[config.mk]
export PLATFORM = sky130hd
export DESIGN_NAME = decode_stage
export DESIGN_NICKNAME = d
export VERILOG_FILES = /design/src/rtl/decode_stage.sv
export SDC_FILE = /design/constraint.sdc
export NUM_CORES = 2
export LEC_CHECK = 0
export BUFFER_PORTS_ARGS = -buffer_cell sky130_fd_sc_hd__buf_2
export CORE_MARGIN = 2
export CORE_UTILIZATION = 55
export DETAILED_ROUTE_END_ITERATION = 10
export GPL_ROUTABILITY_DRIVEN = 1
export PLACE_DENSITY = 0.72
export SLEW_MARGIN = 0
export SYNTH_ARGS = -nofsm -noshare
export SYNTH_HDL_FRONTEND = slang
export SYNTH_SLANG_ARGS = --single-unit
[constraint.sdc]
create_clock -name clock -period 4.3 [get_ports clock]
set_input_delay 0.645 -clock clock [delete_from_list [all_inputs] [get_ports clock]]
set_output_delay 0.645 -clock clock [all_outputs]
set_load 0.02 [all_outputs]
[src/rtl/decode_stage.sv]
// RV32I decode stage: main/ALU decoders, immediate extender, 32x32 register file and ID/EX register.
// Optional feature macro: DECODE_WB_BYPASS_EN (same-cycle writeback forwarded onto RD1/RD2).
module decode_stage (
    input  logic        clock,
    input  logic        reset,
    input  logic [31:0] InstrD,
    input  logic [31:0] PCD,
    input  logic [31:0] PCPlus4D,
    input  logic        FlushE,
    input  logic        RegWriteW,
    input  logic [4:0]  RdW,
    input  logic [31:0] ResultW,
    output logic [4:0]  Rs1D,
    output logic [4:0]  Rs2D,
    output logic        RegWriteE,
    output logic        MemWriteE,
    output logic        JumpE,
    output logic        BranchE,
    output logic        ALUSrcE,
    output logic [1:0]  ResultSrcE,
    output logic [2:0]  ALUControlE,
    output logic [31:0] RD1E,
    output logic [31:0] RD2E,
    output logic [31:0] ImmExtE,
    output logic [31:0] PCE,
    output logic [31:0] PCPlus4E,
    output logic [4:0]  Rs1E,
    output logic [4:0]  Rs2E,
    output logic [4:0]  RdE
);

    typedef enum logic [6:0] {
        OP_LW   = 7'b0000011,
        OP_SW   = 7'b0100011,
        OP_R    = 7'b0110011,
        OP_BEQ  = 7'b1100011,
        OP_IALU = 7'b0010011,
        OP_JAL  = 7'b1101111
    } opcode_e;

    typedef enum logic [2:0] {
        IMM_NONE,
        IMM_I,
        IMM_S,
        IMM_B,
        IMM_J
    } imm_src_e;

    typedef enum logic [2:0] {
        ALU_ADD = 3'b000,
        ALU_SUB = 3'b001,
        ALU_AND = 3'b010,
        ALU_OR  = 3'b011,
        ALU_SLT = 3'b101
    } alu_ctrl_e;

    logic        w_reg_write;
    logic        w_mem_write;
    logic        w_jump;
    logic        w_branch;
    logic        w_alu_src;
    logic [1:0]  w_result_src;
    logic [1:0]  w_alu_op;
    imm_src_e    w_imm_src;
    alu_ctrl_e   w_alu_ctrl;
    logic [31:0] w_imm_ext;
    logic [31:0] w_rd1;
    logic [31:0] w_rd2;

    logic [31:0] r_regs [32];

    logic        r_reg_write;
    logic        r_mem_write;
    logic        r_jump;
    logic        r_branch;
    logic        r_alu_src;
    logic [1:0]  r_result_src;
    logic [2:0]  r_alu_ctrl;
    logic [31:0] r_rd1;
    logic [31:0] r_rd2;
    logic [31:0] r_imm_ext;
    logic [31:0] r_pc;
    logic [31:0] r_pc_plus4;
    logic [4:0]  r_rs1;
    logic [4:0]  r_rs2;
    logic [4:0]  r_rd;

    assign Rs1D = InstrD[19:15];
    assign Rs2D = InstrD[24:20];

    always_comb begin
        w_reg_write  = 1'b0;
        w_mem_write  = 1'b0;
        w_jump       = 1'b0;
        w_branch     = 1'b0;
        w_alu_src    = 1'b0;
        w_result_src = 2'b00;
        w_alu_op     = 2'b00;
        w_imm_src    = IMM_NONE;
        case (InstrD[6:0])
            OP_LW: begin
                w_reg_write  = 1'b1;
                w_alu_src    = 1'b1;
                w_result_src = 2'b01;
                w_imm_src    = IMM_I;
            end
            OP_SW: begin
                w_mem_write = 1'b1;
                w_alu_src   = 1'b1;
                w_imm_src   = IMM_S;
            end
            OP_R: begin
                w_reg_write = 1'b1;
                w_alu_op    = 2'b10;
            end
            OP_BEQ: begin
                w_branch  = 1'b1;
                w_alu_op  = 2'b01;
                w_imm_src = IMM_B;
            end
            OP_IALU: begin
                w_reg_write = 1'b1;
                w_alu_src   = 1'b1;
                w_alu_op    = 2'b10;
                w_imm_src   = IMM_I;
            end
            OP_JAL: begin
                w_reg_write  = 1'b1;
                w_jump       = 1'b1;
                w_result_src = 2'b10;
                w_imm_src    = IMM_J;
            end
            default: ;
        endcase
    end

    always_comb begin
        w_imm_ext = '0;
        case (w_imm_src)
            IMM_I:   w_imm_ext = {{20{InstrD[31]}}, InstrD[31:20]};
            IMM_S:   w_imm_ext = {{20{InstrD[31]}}, InstrD[31:25], InstrD[11:7]};
            IMM_B:   w_imm_ext = {{19{InstrD[31]}}, InstrD[31], InstrD[7], InstrD[30:25], InstrD[11:8], 1'b0};
            IMM_J:   w_imm_ext = {{11{InstrD[31]}}, InstrD[31], InstrD[19:12], InstrD[20], InstrD[30:21], 1'b0};
            default: w_imm_ext = '0;
        endcase
    end

    // Only R-type (op[5]=1) can select sub via funct7; addi with imm[10]=1 stays add.
    always_comb begin
        w_alu_ctrl = ALU_ADD;
        case (w_alu_op)
            2'b01: w_alu_ctrl = ALU_SUB;
            2'b10: begin
                case (InstrD[14:12])
                    3'b000:  w_alu_ctrl = (InstrD[5] && InstrD[30]) ? ALU_SUB : ALU_ADD;
                    3'b010:  w_alu_ctrl = ALU_SLT;
                    3'b110:  w_alu_ctrl = ALU_OR;
                    3'b111:  w_alu_ctrl = ALU_AND;
                    default: w_alu_ctrl = ALU_ADD;
                endcase
            end
            default: w_alu_ctrl = ALU_ADD;
        endcase
    end

    always_ff @(posedge clock) begin
        if (reset) begin
            for (int unsigned i = 0; i < 32; i++) begin
                r_regs[i] <= '0;
            end
        end else if (RegWriteW && (RdW != 5'd0)) begin
            r_regs[RdW] <= ResultW;
        end
    end

`ifdef DECODE_WB_BYPASS_EN
    always_comb begin
        w_rd1 = '0;
        w_rd2 = '0;
        if (Rs1D != 5'd0) begin
            w_rd1 = (RegWriteW && (RdW == Rs1D)) ? ResultW : r_regs[Rs1D];
        end
        if (Rs2D != 5'd0) begin
            w_rd2 = (RegWriteW && (RdW == Rs2D)) ? ResultW : r_regs[Rs2D];
        end
    end
`else
    always_comb begin
        w_rd1 = '0;
        w_rd2 = '0;
        if (Rs1D != 5'd0) begin
            w_rd1 = r_regs[Rs1D];
        end
        if (Rs2D != 5'd0) begin
            w_rd2 = r_regs[Rs2D];
        end
    end
`endif

    always_ff @(posedge clock) begin
        if (reset || FlushE) begin
            r_reg_write  <= 1'b0;
            r_mem_write  <= 1'b0;
            r_jump       <= 1'b0;
            r_branch     <= 1'b0;
            r_alu_src    <= 1'b0;
            r_result_src <= '0;
            r_alu_ctrl   <= '0;
            r_rd1        <= '0;
            r_rd2        <= '0;
            r_imm_ext    <= '0;
            r_pc         <= '0;
            r_pc_plus4   <= '0;
            r_rs1        <= '0;
            r_rs2        <= '0;
            r_rd         <= '0;
        end else begin
            r_reg_write  <= w_reg_write;
            r_mem_write  <= w_mem_write;
            r_jump       <= w_jump;
            r_branch     <= w_branch;
            r_alu_src    <= w_alu_src;
            r_result_src <= w_result_src;
            r_alu_ctrl   <= w_alu_ctrl;
            r_rd1        <= w_rd1;
            r_rd2        <= w_rd2;
            r_imm_ext    <= w_imm_ext;
            r_pc         <= PCD;
            r_pc_plus4   <= PCPlus4D;
            r_rs1        <= InstrD[19:15];
            r_rs2        <= InstrD[24:20];
            r_rd         <= InstrD[11:7];
        end
    end

    assign RegWriteE   = r_reg_write;
    assign MemWriteE   = r_mem_write;
    assign JumpE       = r_jump;
    assign BranchE     = r_branch;
    assign ALUSrcE     = r_alu_src;
    assign ResultSrcE  = r_result_src;
    assign ALUControlE = r_alu_ctrl;
    assign RD1E        = r_rd1;
    assign RD2E        = r_rd2;
    assign ImmExtE     = r_imm_ext;
    assign PCE         = r_pc;
    assign PCPlus4E    = r_pc_plus4;
    assign Rs1E        = r_rs1;
    assign Rs2E        = r_rs2;
    assign RdE         = r_rd;

endmodule
==> summary.txt <==
drt initial violations -> 5703
Initial Util -> 0.553
register area share after synthesis -> 0.570
most frequent cells in the layout -> 1076 x and2_1, 1024 x edfxtp_1, 518 x mux2i_1
worst min path class -> input pin to flop
HPWL after DPL -> 128000 µm
LEAKAGE -> 25.5 nW
Netlist cell types -> 50
Mapped Area -> 0.0600 mm²
clk_lat worst skew -> 0.76 ns
top-area cell type share of the netlist area -> 0.512
Crit Path Category -> input pin to flop
DR WL/cell -> 33.1 µm
# H-tree levels -> 4
Die Height -> 334 µm
post-route setup slack -> 1.28 ns
Final Hold Vio Count -> 0
IO Count -> 332
max_cap viols -> 0
RSZ-0062 raised after global routing -> no
critical path capture point type -> flop
Die X -> 334 µm
Arr. time, crit path -> 3.41 ns
Vias/cell -> 6.63
CTS resizes -> 0
critical path peak fanout -> 17
core area -> 0.109 mm²
fin crit share -> 0.701
CTS root buffer -> clkbuf_16
final net count -> 4785
fillcell total -> 8033
vias in the first global route -> 40500
Mapped Cells -> 4443
Crit path required time -> 4.70 ns
Final Max Tran Viols -> 0
largest net degree at the start of global routing -> 84
Setup Buffers After CTS -> 0
first-pass GRT wire length -> 288000 µm
Clock transition at path regs -> 0.06 ns
number of flops mapped to enable cells by yosys -> 1024
outcome -> finished clean
Min Clock Period, post-route -> 3.02 ns
Pre-antenna DRT Iters -> 6
PortBufs -> 331
Post-DRT Antenna Nets -> 0
peak supply drop -> 392 µV
area of the multi-input gates -> 0.0240 mm²
global route overflow -> 0
Max Clock Freq -> 332 MHz
CTS tree -> done
DR vias -> 40900
gr usage total -> 0.364
slew margin rel. -> 0.261
Slew @ Worst Pin -> 1.11 ns
kind of start point of the critical path -> input pin
Site Rows -> 121
Ys Warns -> 0
RD Place Congestion -> 0.951
Reg area -> 0.0342 mm²
CTS Hold Bufs -> 0
Final TNS setup -> 0 ns
power per cell area -> 411 mW/mm²
total routed wirelength -> 205000 µm
clk buf depth -> 3
top_reg_cell synth -> edfxtp_1
DRC -> 0
Area contributors post-synth -> edfxtp_1 51%, and2_1 11%, mux4_2 9.5%
commonest non-fill, non-tap cell in the layout -> and2_1
Syn Area/Cell -> 13.5 µm²
CTS Buf Count -> 131
initial antenna violation count -> 28
Area growth, synth to finish -> 12.5%
die area -> 0.112 mm²
Seq cells post-synth -> 1198
Place WS -> 0.558 ns
CTS sink cnt -> 1198
area leader, netlist -> edfxtp_1
final setup vio count -> 0
skew final -> 0.0266 ns
fraction of layout cells with a size suffix above 1 -> 0.238
share of synthesized registers carrying an async set or reset -> 0
synth_stat cells, types with 33 or more instances:
library cell,number
buf_4,55
nand2_1,205
mux2_2,119
a21oi_1,75
dfxtp_1,174
and2_1,1078
nand3_1,100
buf_2,102
a22oi_1,200
nor2_1,51
edfxtp_1,1024
mux2i_1,518
clkbuf_1,278
a31oi_1,33
mux4_2,253
metal layers:
metal	share of wire	wire length, µm	up-vias	global-route usage
li1	-	-	16800	-
met1	0.35	70900	20200	0.455
met2	0.45	92600	3264	0.560
met3	0.12	25600	703	0.0941
met4	0.075	15300	10	0.243
met5	0.00045	92	-	0
worst paths after layout:
path | startpoint | to | slack (ns) | depth (start not counted)
worst max-delay path | reset | r_regs[29][2]$_SDFFCE_PN0P_ | 1.28 | 6
worst min-delay path | InstrD[28] | ImmExtE[8]$_SDFF_PP0_ | 0.09 | 2
worst max register to register | r_regs[29][23]$_SDFFCE_PN0P_ | RD2E[23]$_SDFF_PP0_ | 2.46 | 3
worst min register to register | r_regs[5][25]$_SDFFCE_PN0P_ | RD2E[25]$_SDFF_PP0_ | 0.75 | 4
metrics by stage:
stage | instances | total power, mW | utilization | cell area [µm²] | hold WS [ns]
global route | 6172 | 28.4 | 0.622 | 67500 | 0.0909
global placement | 5927 | 16.7 | 0.583 | 63300 | 0.704
finish | 6176 | 27.8 | 0.622 | 67500 | 0.0901
CTS | 6168 | 27.7 | 0.622 | 67500 | 0.0641
floorplan | 4474 | 15.5 | - | 60100 | 0.616
detailed placement | 5927 | 16.8 | 0.583 | 63300 | 0.730
critical path, cell delays in order:
cell,delay [ns]
buf_2,0.16
nor3b_1,0.59
nand2_1,0.65
nor2_4,0.25
or2_2,0.61
buf_4,0.49
where the power goes:
group | total [mW] | switching (mW) | internal [mW]
sequential | 13.6 | 0.383 | 13.2
combinational | 3.04 | 1.88 | 1.16
clock | 11.1 | 4.68 | 6.43
registers in the layout (all words and copies together) (netlist names):
register and flops:
ALUControlE 3, MemWriteE 1, BranchE 1, Rs2E 5, Rs1E 5, RegWriteE 1, PCE 32, JumpE 1
ALUSrcE 1, RdE 5, ImmExtE 21, RD1E 32, r_regs 1024, PCPlus4E 32, RD2E 32, ResultSrcE 2
logic make-up (layout without fill, tap and decap cells):
kind of cell | after synthesis | count (layout) | synth area share
adder cells (fa/ha/maj) | 2 | 2 | 0.000417
AO/OA/AOI/OAI | 358 | 358 | 0.0415
AND/OR/NAND/NOR | 1535 | 1535 | 0.148
buffers and inverters | 459 | 739 | 0.0358
flip-flops | 1198 | 1198 | 0.570
other | 1 | 40 | 0.0000625
multiplexers | 890 | 890 | 0.204
area by class of cell:
cell class                      instances  area share
Tap cell                             1414      0.0262
Multi-Input combinational cell       2817       0.356
Sequential cell                      1198       0.507
Inverter                                7    0.000389
Clock inverter                         52     0.00691
Timing Repair Buffer                  491      0.0482
Antenna cell                            8    0.000297
Clock buffer                          189      0.0554
No activity file was read; power rests on OpenSTA's default activity.
